===== src/rtl/pipeline_pkg.sv =====
// Shared constants and helpers for the elastic pipeline slice.
package pipeline_pkg;

    // Default geometry of the project pipeline slice.
    localparam int PIPE_WIDTH = 32;
    localparam int PIPE_DEPTH = 5;

    // Width of the mask helper result. Callers slice it down to their data
    // width, so stage data widths up to this value are supported.
    localparam int MASK_W = 256;

    // One-hot mask applied by stage k; the bit index wraps at the data width
    // so pipelines deeper than they are wide keep working.
    function automatic logic [MASK_W-1:0] stage_mask(input int unsigned k,
                                                     input int unsigned width);
        return MASK_W'(1) << (k % width);
    endfunction

endpackage


===== src/rtl/pipeline_stage.sv =====
// One register slice of the elastic pipeline: a valid bit plus a data word.
// The stage ORs its constant mask into the data as it loads, standing in for
// real per-stage logic.
module pipeline_stage #(
    parameter int               WIDTH = 32,
    parameter logic [WIDTH-1:0] MASK  = '0
) (
    input  logic             clk,
    input  logic             reset,
    input  logic             i_load,
    input  logic             i_flush,
    input  logic             i_valid,
    input  logic [WIDTH-1:0] i_data,
    output logic             o_valid,
    output logic [WIDTH-1:0] o_data
);

    logic             r_valid;
    logic [WIDTH-1:0] r_data;

    // Flush drops the item but leaves data alone; a load with no upstream
    // item creates a bubble without disturbing the held data.
    always_ff @(posedge clk or posedge reset) begin
        if (reset) begin
            r_valid <= 1'b0;
            r_data  <= '0;
        end else if (i_flush) begin
            r_valid <= 1'b0;
        end else if (i_load) begin
            r_valid <= i_valid;
            if (i_valid) begin
                r_data <= i_data | MASK;
            end
        end
    end

    assign o_valid = r_valid;
    assign o_data  = r_data;

endmodule


===== src/rtl/elastic_pipeline.sv =====
// Elastic DEPTH-stage pipeline slice with ready/valid on both sides.
// Empty stages always accept, so bubbles collapse and a stalled consumer
// lets the pipeline fill completely before pushing back on the producer.
module elastic_pipeline
    import pipeline_pkg::*;
#(
    parameter int WIDTH = PIPE_WIDTH,
    parameter int DEPTH = PIPE_DEPTH,
    parameter int OCC_W = $clog2(DEPTH + 1)
) (
    input  logic             clk,
    input  logic             reset,
    input  logic [WIDTH-1:0] in_data,
    input  logic             in_valid,
    output logic             in_ready,
    input  logic             flush,
    output logic [WIDTH-1:0] out_data,
    output logic             out_valid,
    input  logic             out_ready,
    output logic [OCC_W-1:0] occupancy
);

    logic [DEPTH:0]   w_adv;
    logic [DEPTH-1:0] w_valid;
    logic [WIDTH-1:0] w_data [DEPTH];
    logic             w_accept;
    logic             w_out_hs;
    logic [OCC_W-1:0] r_occ;

    // Advance chain: a stage may move when it is empty or its successor moves.
    // Built back to front so the chain resolves in one pass.
    always_comb begin
        w_adv        = '0;
        w_adv[DEPTH] = out_ready;
        for (int k = DEPTH - 1; k >= 0; k--) begin
            w_adv[k] = !w_valid[k] || w_adv[k+1];
        end
    end

    assign in_ready = w_adv[0] && !flush;
    assign w_accept = in_valid && in_ready;
    assign w_out_hs = w_valid[DEPTH-1] && out_ready;

    generate
        for (genvar gi = 0; gi < DEPTH; gi++) begin : g_stage
            localparam logic [MASK_W-1:0] L_MASK =
                stage_mask(unsigned'(gi), unsigned'(WIDTH));

            logic             w_up_valid;
            logic [WIDTH-1:0] w_up_data;

            if (gi == 0) begin : g_head
                assign w_up_valid = w_accept;
                assign w_up_data  = in_data;
            end else begin : g_body
                assign w_up_valid = w_valid[gi-1];
                assign w_up_data  = w_data[gi-1];
            end

            pipeline_stage #(
                .WIDTH (WIDTH),
                .MASK  (L_MASK[WIDTH-1:0])
            ) u_stage (
                .clk     (clk),
                .reset   (reset),
                .i_load  (w_adv[gi]),
                .i_flush (flush),
                .i_valid (w_up_valid),
                .i_data  (w_up_data),
                .o_valid (w_valid[gi]),
                .o_data  (w_data[gi])
            );
        end
    endgenerate

    // Occupancy tracks accepts minus deliveries; a flush empties everything,
    // including any item the consumer takes in that same cycle.
    always_ff @(posedge clk or posedge reset) begin
        if (reset) begin
            r_occ <= '0;
        end else if (flush) begin
            r_occ <= '0;
        end else if (w_accept && !w_out_hs) begin
            r_occ <= r_occ + OCC_W'(1);
        end else if (!w_accept && w_out_hs) begin
            r_occ <= r_occ - OCC_W'(1);
        end
    end

    // The counter is a cheap mirror of the valid bits; keep them in lock-step.
    a_occ_matches_valid : assert property (
        @(posedge clk) disable iff (reset)
        r_occ == OCC_W'($countones(w_valid))
    );

    assign out_data  = w_data[DEPTH-1];
    assign out_valid = w_valid[DEPTH-1];
    assign occupancy = r_occ;

endmodule

===== config.mk =====
export PLATFORM = sky130hd
export DESIGN_NAME = elastic_pipeline
export DESIGN_NICKNAME = d
export VERILOG_FILES = /design/src/rtl/pipeline_pkg.sv /design/src/rtl/pipeline_stage.sv /design/src/rtl/elastic_pipeline.sv
export SDC_FILE = /design/constraint.sdc
export NUM_CORES = 1
export LEC_CHECK = 0
export BUFFER_PORTS_ARGS = -buffer_cell sky130_fd_sc_hd__buf_4
export CAP_MARGIN = 20
export CORE_MARGIN = 4
export CORE_UTILIZATION = 52
export CTS_CLUSTER_SIZE = 8
export DETAILED_ROUTE_END_ITERATION = 8
export GPL_ROUTABILITY_DRIVEN = 0
export PLACE_DENSITY = 0.75
export SLEW_MARGIN = 10
export SYNTH_ARGS = -nofsm -noshare
export SYNTH_HDL_FRONTEND = slang
export SYNTH_SLANG_ARGS = --single-unit

===== constraint.sdc =====
create_clock -name clk -period 4.5 [get_ports clk]
set_clock_uncertainty 0.05 [all_clocks]
set_input_delay 0.225 -clock clk [delete_from_list [all_inputs] [get_ports clk]]
set_output_delay 0.225 -clock clk [all_outputs]
set_load 0.05 [all_outputs]

==> results.toml, run 1 <==
[run_status]
status = "finished with violations"
violations = "hold timing"

[power]
p_clk_share_pct = 34.7
power.density_mw_per_mm2 = 529.8
p_seq_share_pct = 48.4
p_sw_share_pct = 25.30
power.leakage_nw = 3.534
internal_power_mw = 2.988
power.total_mw = 4.000
ir_worst_vdd_uv = 294.0
p_switching_mw = 1.012
pwr-share-comb_pct = 16.9

[timing]
max_freq_mhz = 433.3
finalCritPeriodShare_pct = 51.28
fin_crit_ns = 2.308
worst_slew_pin_slew_ns = 0.8381
finalSetupTns_ns = 0
hold_viol = 10
slew_headroom_pct = 44.12
hold_slack_ns = -0.02154
rsz0062_at_grt = "false"
setup_viol = 0
drv_slew = 0

[drt]
drtPass1Iterations = 4
first_iter_violations = 155
drt.antenna.violating_nets = 0
wl_per_cell_um = 15.96
avgViaCountPerCell = 5.141
dr_total_vias = 3213
wirelength_um = 9977
drc_errors = 0

[floorplanning]
start_util_pct = 53.12
die_area_mm2 = 0.01340
fp.dieH_um = 115.8
io_pins = 74
fp-row-count = 39
coreArea_mm2 = 0.01137
dieWidth_um = 115.8

[yosys]
seq_area_frac_synth_pct = 65.47
synth.avg_cell_area_um2 = 16.46
ys_ff_latch = 158
syn_inst = 367
yosysTopAreaCell = "dfrtp_1"
netlist_area_mm2 = 0.006040
ys.warnings.count = 0
synth_top_area_share_pct = 65.47
synth_area_leaders = "dfrtp_1 65%, mux2_2 26%, mux2_4 2.0%, buf_2 0.75%, buf_4 0.62%"
synth_nets = 405
ys_types = 28

[cells_and_area]
layout_commonest_cell = "dfrtp_1"
antennaDiodeCount = 0
areaGrowthSynthToFinish_pct = 25.03
fin_area_mm2 = 0.007551
drive_above_1_share_pct = 53.53
layout_common_cells = "158 x dfrtp_1, 137 x mux2_2, 72 x buf_4"
nets = 508

[global_route]
overflow = 0
grt_util_all_layers_pct = 16.98
grt_pass1_wl_um = 17220
grtUsageMet2_pct = 27.35
grt_max_degree = 159
grt_pass1_vias = 3423
gr-usage-met3_pct = 4.856
top_usage_layer = "met2"
grt_antenna_before_repair = 0
use_met1_pct = 21.61

[setup_path]
r2r_cells = 5
crit_arrival_ns = 2.56
cp_max_fo = 21
start_kind = "flop"
crit_slowest_cell = "dfrtp_1"
path_cells = "and2b_1 -> nand2_1 -> nand3b_1 -> buf_4 -> mux2_2"
critical_path_class = "flop to flop"
end_kind = "flop"
crit_family = "simple AND/OR/NAND/NOR gates"
path_buf_inv = 1
max_stage_delay_ns = 0.50
cp.depth = 5
cp.required_ns = 4.75

[placement]
place_area_mm2 = 0.006678
io_buffer_count = 68
dp.final_hpwl_um = 5870

[min_path]
hold_class = "input port to async pin"

[clocking]
numCtsBuffers = 17
cts_root_buf = "clkbuf_16"
clk_pin_slew_ns = 0.06
cts_tree = "built"
cts_max_path_buffers = 2
clkSinkCount = 158
htreeDepth = 4
insertion_delay_ns = 0.42
postCtsSetupRepairBufs = 0

[run]
max_cap_viol_count = 0
-- through the flow --
stage / std cells / hold slack, ns / setup slack, ns / util (%)
after floorplan: 367 / 0.3201 / 1.854 / -
after global placement: 566 / 0.3933 / 2.194 / 58.73
after detailed placement: 566 / 0.3967 / 2.167 / 58.73
after CTS: 624 / 0.01400 / 2.136 / 66.24
after global routing: 625 / 0.02650 / 2.054 / 66.41
final: 625 / -0.02154 / 2.192 / 66.41
-- final cells by class --
| class | instances | area, µm² |
|---|---|---|
| Clock buffer | 20 | 466.7 |
| Clock inverter | 11 | 116.4 |
| Multi-Input combinational cell | 188 | 1966 |
| Sequential cell | 158 | 3954 |
| Fill cell | 803 | 3819 |
| Timing Repair Buffer | 101 | 850.8 |
| Tap cell | 143 | 178.9 |
| Inverter | 4 | 18.77 |
-- tightest hold or removal path, delay by kind of cell --
kind	cells	cell delay [ns]
buffers and inverters	3	0.74
-- worst paths after layout --
check / start / to / slack, ns
worst max-delay path: g_stage[4].u_stage.o_valid / g_stage[3].u_stage.o_data[22] / 2.19
max in group asynchronous: reset / g_stage[4].u_stage.o_data[18] / 3.78
worst min register to register: g_stage[2].u_stage.o_data[2] / g_stage[2].u_stage.o_data[2] / 0.41
worst max register to register: g_stage[4].u_stage.o_valid / g_stage[3].u_stage.o_data[22] / 2.19
worst min-delay path: reset / g_stage[3].u_stage.o_data[27] / -0.02
min in group clk: flush / occupancy[2] / 0.03
-- Yosys cell counts, drive strengths merged --
cell,count
nand3,4
fa,1
dfrtp,158
a31oi,1
nand2b,4
nand2,2
and2b,1
mux2,145
nor2,7
or2,2
a211oi,1
nand3b,3
xnor2,1
buf,17
nor2b,1
nand4b,1
nand4,1
a21o,2
o211ai,2
and4b,1
inv,4
nor3b,1
a21oi,7
-- cells by family after synthesis --
group / count (synthesis) / share of synthesized area (%)
AO/OA/AOI/OAI: 13 / 1.305
XOR/XNOR: 1 / 0.1450
adder cells (fa/ha/maj): 1 / 0.3315
buffers and inverters: 21 / 2.175
flip-flops: 158 / 65.47
multiplexers: 145 / 27.53
AND/OR/NAND/NOR: 28 / 3.045
-- per-layer routing --
| metal | share of wire (%) | wire [µm] | vias up |
|---|---|---|---|
| met5 | 0 | 0 | - |
| met3 | 3.9 | 385 | 18 |
| li1 | - | - | 1500 |
| met1 | 44 | 4426 | 1642 |
| met2 | 50 | 4959 | 53 |
| met4 | 2.1 | 205 | 0 |
-- power by group through the flow --
stage	Clock (mW)	Combinational, mW	Sequential (mW)
4_1_cts	1.42	0.687	1.94
2_1_floorplan	0	0.373	2.06
6_report	1.39	0.675	1.94
3_3_place_gp	0	0.640	1.94
3_5_place_dp	0	0.665	1.97
5_1_grt	1.49	0.734	1.99
-- timing repair --
action	CTS	global route
hold buffers	27	0
gates resized for setup	0	0
hold endpoints to repair	27	0
-- state kept, by name, summed over array words and instances, names as in the netlist --
name	count
g_stage.u_stage.o_data	150
g_stage.u_stage.o_valid	5
occupancy	3
(Power assumes the default switching activity.)
==> inputs of run 2 (changes only) <==
Clock period 4.5 ns to 1.9 ns, I/O delays scaled along.
==> run 2 against run 1 <==
Effect of this change: the run now ends clean; critical path type unchanged; clock-buffer cell count did not move; final area rose by 4.7%; total power rose by 150%; largest cell class unchanged.
==> results.toml, run 2 (synthesis results as in run 1) <==
[run_status]
status = "complete, no violations"

[setup_path]
start_kind = "flop"
r2r_cells = 6
r2r_start = "g_stage[4].u_stage.o_valid"
cp_max_fo = 13
rr_endpoint = "g_stage[4].u_stage.o_data[20]"
crit_arrival_ns = 2.13
critical_path_class = "flop to flop"
reg2reg_slack_ns = 0.02
cp.required_ns = 2.15
end_kind = "flop"

[cells_and_area]
nets = 525
largest_reg_flops = 150
antennaDiodeCount = 0
layout_common_cells = "157 x dfrtp_1, 137 x mux2_2, 78 x buf_4"
drive_above_1_share_pct = 55.91
layout_commonest_cell = "dfrtp_1"
areaGrowthSynthToFinish_pct = 30.91
multi_input_area_mm2 = 0.002013
fill_cells = 743
fin_area_mm2 = 0.007906
seqCellArea_mm2 = 0.003955

[drt]
dr_total_vias = 3357
drc_errors = 0
wirelength_um = 11260
drtPass1Iterations = 4
top_layer_used = "met4"
drt-met1-wl_um = 4748
met2_length_um = 5897
wl_per_cell_um = 17.54
met3_wirelength_um = 411
drt.antenna.violating_nets = 0
avgViaCountPerCell = 5.229
first_iter_violations = 115

[floorplanning]
dieWidth_um = 115.8
fp-row-count = 39
coreArea_mm2 = 0.01137
fp.dieH_um = 115.8
die_area_mm2 = 0.01340
io_pins = 74
start_util_pct = 53.12

[clocking]
htreeDepth = 4
cts_max_path_buffers = 2
insertion_delay_ns = 0.42
clkSinkCount = 158
cts_tree = "built"
numCtsBuffers = 17
cts_root_buf = "clkbuf_16"
clk_pin_slew_ns = 0.06

[placement]
pre_cts_slack_ns = 0.05798
place_area_mm2 = 0.006867
dp.final_hpwl_um = 6739
io_buffer_count = 68

[min_path]
min_to = "occupancy[2]"
holdPathStages = 4
hold_class = "input port to flop"
min_from = "out_ready"

[timing]
max_freq_mhz = 533.1
drv_slew = 0
finalSetupTns_ns = 0
rsz0062_at_grt = "true"
setup_ws_ns = 0.02422
hold_viol = 0
fin_crit_ns = 1.876
worst_slew_pin_slew_ns = 0.5448
slew_headroom_pct = 63.52
setup_viol = 0
finalCritPeriodShare_pct = 98.73

[run]
max_cap_viol_count = 0

[power]
power.density_mw_per_mm2 = 1262
power.leakage_nw = 3.697
ir_worst_vdd_uv = 867.2

[global_route]
grt_pass1_wl_um = 18260
grt_util_all_layers_pct = 17.96
grt_antenna_before_repair = 0
grt_pass1_vias = 3654
overflow = 0
grt_max_degree = 74
==> run 2: changes by cell type in the layout (fill, tap and decap cells not counted), moves of 2 or more <==
| cell | delta |
|---|---|
| buf_4 | +6 |
| buf_12 | +5 |
| clkbuf_16 | +2 |
| clkinvlp_4 | -2 |
| a21oi_1 | -2 |
| bufinv_16 | +3 |
| dlygate4sd3_1 | +3 |
==> run 2: worst max path at each step <==
stage,from,to,slack [ns],cells past startpoint
floorplan,g_stage[4].u_stage.o_valid,occupancy[2],-0.46,11
CTS,g_stage[4].u_stage.o_valid,occupancy[1],0.03,7
global placement,g_stage[2].u_stage.o_valid,occupancy[2],0.1,9
finish,g_stage[4].u_stage.o_valid,g_stage[4].u_stage.o_data[20],0.02,6
detailed placement,g_stage[2].u_stage.o_valid,occupancy[2],0.06,9
global route,g_stage[4].u_stage.o_valid,occupancy[1],-0.03,7
==> run 2: what timing repair did <==
action                     4_1_cts  5_1_grt
resized for setup                0        7
buffers inserted                 0        1
hold endpoints to repair       193        0
setup endpoints to repair        0       13
hold buffers                    30        0
==> run 2: layout make-up <==
class | instances | area share [%]
clock buffers | 20 | 5.903
clock inverters | 11 | 2.358
well taps | 143 | 2.263
flip-flops and latches | 158 | 50.02
inverters | 4 | 0.2374
multi-input cells | 188 | 25.46
repair buffers | 118 | 13.75
==> run 2: layer usage <==
metal | vias to the layer above | track usage [%]
met5 | - | 0
met4 | 0 | 7.115
met3 | 14 | 4.909
li1 | 1530 | -
met1 | 1753 | 22.45
met2 | 60 | 29.92
==> run 2: power by group <==
part           leakage, nW  total, mW  internal, mW  switching [mW]
logic                 1.42       1.66         0.895           0.769
clock network        0.322       3.71          2.42            1.28
registers             1.96       4.61          4.20           0.410
==> run 2: worst max-delay path, cell delays in order (launching register included) <==
cell and delay, ns:
dfrtp_2 0.41, buf_4 0.18, and2b_2 0.24, nor3b_4 0.20, buf_6 0.16, clkbuf_16 0.18, mux2_2 0.33
==> run 2: per-stage QoR <==
| step | hold WS, ns | total power [mW] | std cells | util [%] |
|---|---|---|---|---|
| 3_5_place_dp | 0.03655 | 6.280 | 578 | 60.39 |
| 4_1_cts | 0.08095 | 10.05 | 639 | 68.78 |
| 5_1_grt | 0.1147 | 10.45 | 642 | 69.54 |
| 2_1_floorplan | 0.1901 | 5.759 | 367 | - |
| 3_3_place_gp | 0.02869 | 6.158 | 578 | 60.39 |
| 6_report | 0.1068 | 9.977 | 642 | 69.54 |
==> inputs of run 3 (changes only) <==
Settings changed: SKIP_LAST_GASP from default to 1.
Clock period 1.9 ns to 1.51 ns, I/O delays scaled along.
==> run 3 against run 2 <==
Effect of this change: the flow now finishes with violations (hold timing, setup timing); via count rose by 7.5%; utilization rose by 8.4 points; clock power rose by 25%; final area rose by 12%; sequential power rose by 30%; global-route usage rose by 4.0 points; worst hold slack got worse by 0.21 ns; flip-flop and latch count did not move; highest routed layer unchanged.
==> results.toml, run 3 (synthesis results as in run 1) <==
[power]
power.total_mw = 13.28
power.density_mw_per_mm2 = 1499
ir_worst_vdd_uv = 1546
power.leakage_nw = 4.337

[timing]
setup_viol = 153
hold_slack_ns = -0.1066
hold_viol = 8
drv_slew = 0
finalSetupTns_ns = -35.50
max_freq_mhz = 543.2
setup_ws_ns = -0.3310
fin_crit_ns = 1.841
slew_headroom_pct = 69.76
rsz0062_at_grt = "true"
finalCritPeriodShare_pct = 121.9
worst_slew_pin_slew_ns = 0.4536

[drt]
drtPass1Iterations = 4
first_iter_violations = 205
avgViaCountPerCell = 5.307
drt.antenna.violating_nets = 0
dr_total_vias = 3609
drc_errors = 0
wl_per_cell_um = 20.89
wirelength_um = 14200

[run_status]
status = "finished with violations"
violations = "hold timing, setup timing"

[cells_and_area]
drive_above_1_share_pct = 59.40
nets = 563
layout_common_cells = "157 x dfrtp_1, 104 x mux2_4, 82 x buf_4"
finalNonFillerCells = 680
antennaDiodeCount = 0
largest_reg_flops = 150
layout_commonest_cell = "dfrtp_1"
final_util_pct = 77.90
areaGrowthSynthToFinish_pct = 46.65

[clocking]
insertion_delay_ns = 0.43
cts_max_path_buffers = 2
clk_pin_slew_ns = 0.06
postCtsHoldBufs = 28
cts_root_buf = "clkbuf_16"
clkSinkCount = 158
cts_tree = "built"
numCtsBuffers = 17
htreeDepth = 4

[setup_path]
cp_max_fo = 6
crit_arrival_ns = 2.10
cp.required_ns = 1.77
end_kind = "flop"
start_kind = "flop"
r2r_start = "g_stage[4].u_stage.o_valid"
critical_path_class = "flop to flop"
startpoint = "g_stage[4].u_stage.o_valid"

[global_route]
grt_max_degree = 58
grt_pass1_wl_um = 21780
overflow = 0
grt_pass1_vias = 3958
grt_util_all_layers_pct = 21.94
grt_antenna_before_repair = 0

[floorplanning]
dieWidth_um = 115.8
fp-row-count = 39
start_util_pct = 53.12
die_area_mm2 = 0.01340
coreArea_mm2 = 0.01137
fp.dieH_um = 115.8
io_pins = 74

[placement]
dp_cells = 583
io_buffer_count = 68
dp.final_hpwl_um = 6915

[min_path]
min_from = "flush"
hold_class = "input port to flop"

[run]
max_cap_viol_count = 0
run 3: routing by layer:
metal  global-route usage (%)  vias up  part of all wire (%)
met5                        0        -                     0
met4                    6.729        0                   1.6
met3                    6.005       25                   4.1
met2                    35.94       71                    52
met1                    28.81     1897                    43
li1                         -     1616                     -
run 3: what timing repair did:
item,in CTS,in global routing
gates cloned,12,3
setup endpoints to repair,147,155
endpoints found under the hold margin,193,8
buffers inserted,25,9
pin swaps,7,5
resized for setup,35,30
run 3: final timing paths:
kind	endpoint	slack [ns]	depth (start not counted)
min in group asynchronous	g_stage[0].u_stage.o_data[6]	0.16	3
worst min register to register	g_stage[4].u_stage.o_data[4]	0.42	1
max in group asynchronous	g_stage[4].u_stage.o_data[29]	0.63	4
worst min-delay path	occupancy[2]	-0.11	2
worst max register to register	g_stage[2].u_stage.o_data[26]	-0.33	8
worst max-delay path	g_stage[2].u_stage.o_data[26]	-0.33	8
run 3: cell type report:
type | count | area (µm²)
Clock buffer | 19 | 442.9
Fill cell | 616 | 2512
Sequential cell | 158 | 3955
Clock inverter | 12 | 192.7
Multi-Input combinational cell | 188 | 2370
Tap cell | 143 | 178.9
Inverter | 4 | 18.77
Timing Repair Buffer | 156 | 1699
run 3: through the flow:
| stage | setup slack (ns) | hold slack, ns | instance area (µm²) |
|---|---|---|---|
| after floorplan | -0.8537 | 0.1706 | 6461 |
| after global placement | -0.2684 | 0.03501 | 7243 |
| after detailed placement | -0.3109 | 0.03316 | 7243 |
| after CTS | -0.3029 | -0.1221 | 8763 |
| after global routing | -0.4390 | -0.1087 | 8857 |
| final | -0.3310 | -0.1066 | 8857 |
run 3: worst max-delay path, cell delays in order, from the launching register on:
cell and delay [ns]:
dfrtp_2 0.42, buf_4 0.14, buf_6 0.11, nand4b_1 0.11, nand3b_1 0.16, buf_6 0.18, buf_6 0.13, buf_8 0.14
mux2_4 0.30
run 3: power by group:
group	switching [mW]	leakage [nW]	internal [mW]	total (mW)
Clock	1.68	0.305	2.95	4.64
Combinational	1.05	2.07	1.63	2.68
Sequential	0.679	1.96	5.29	5.97
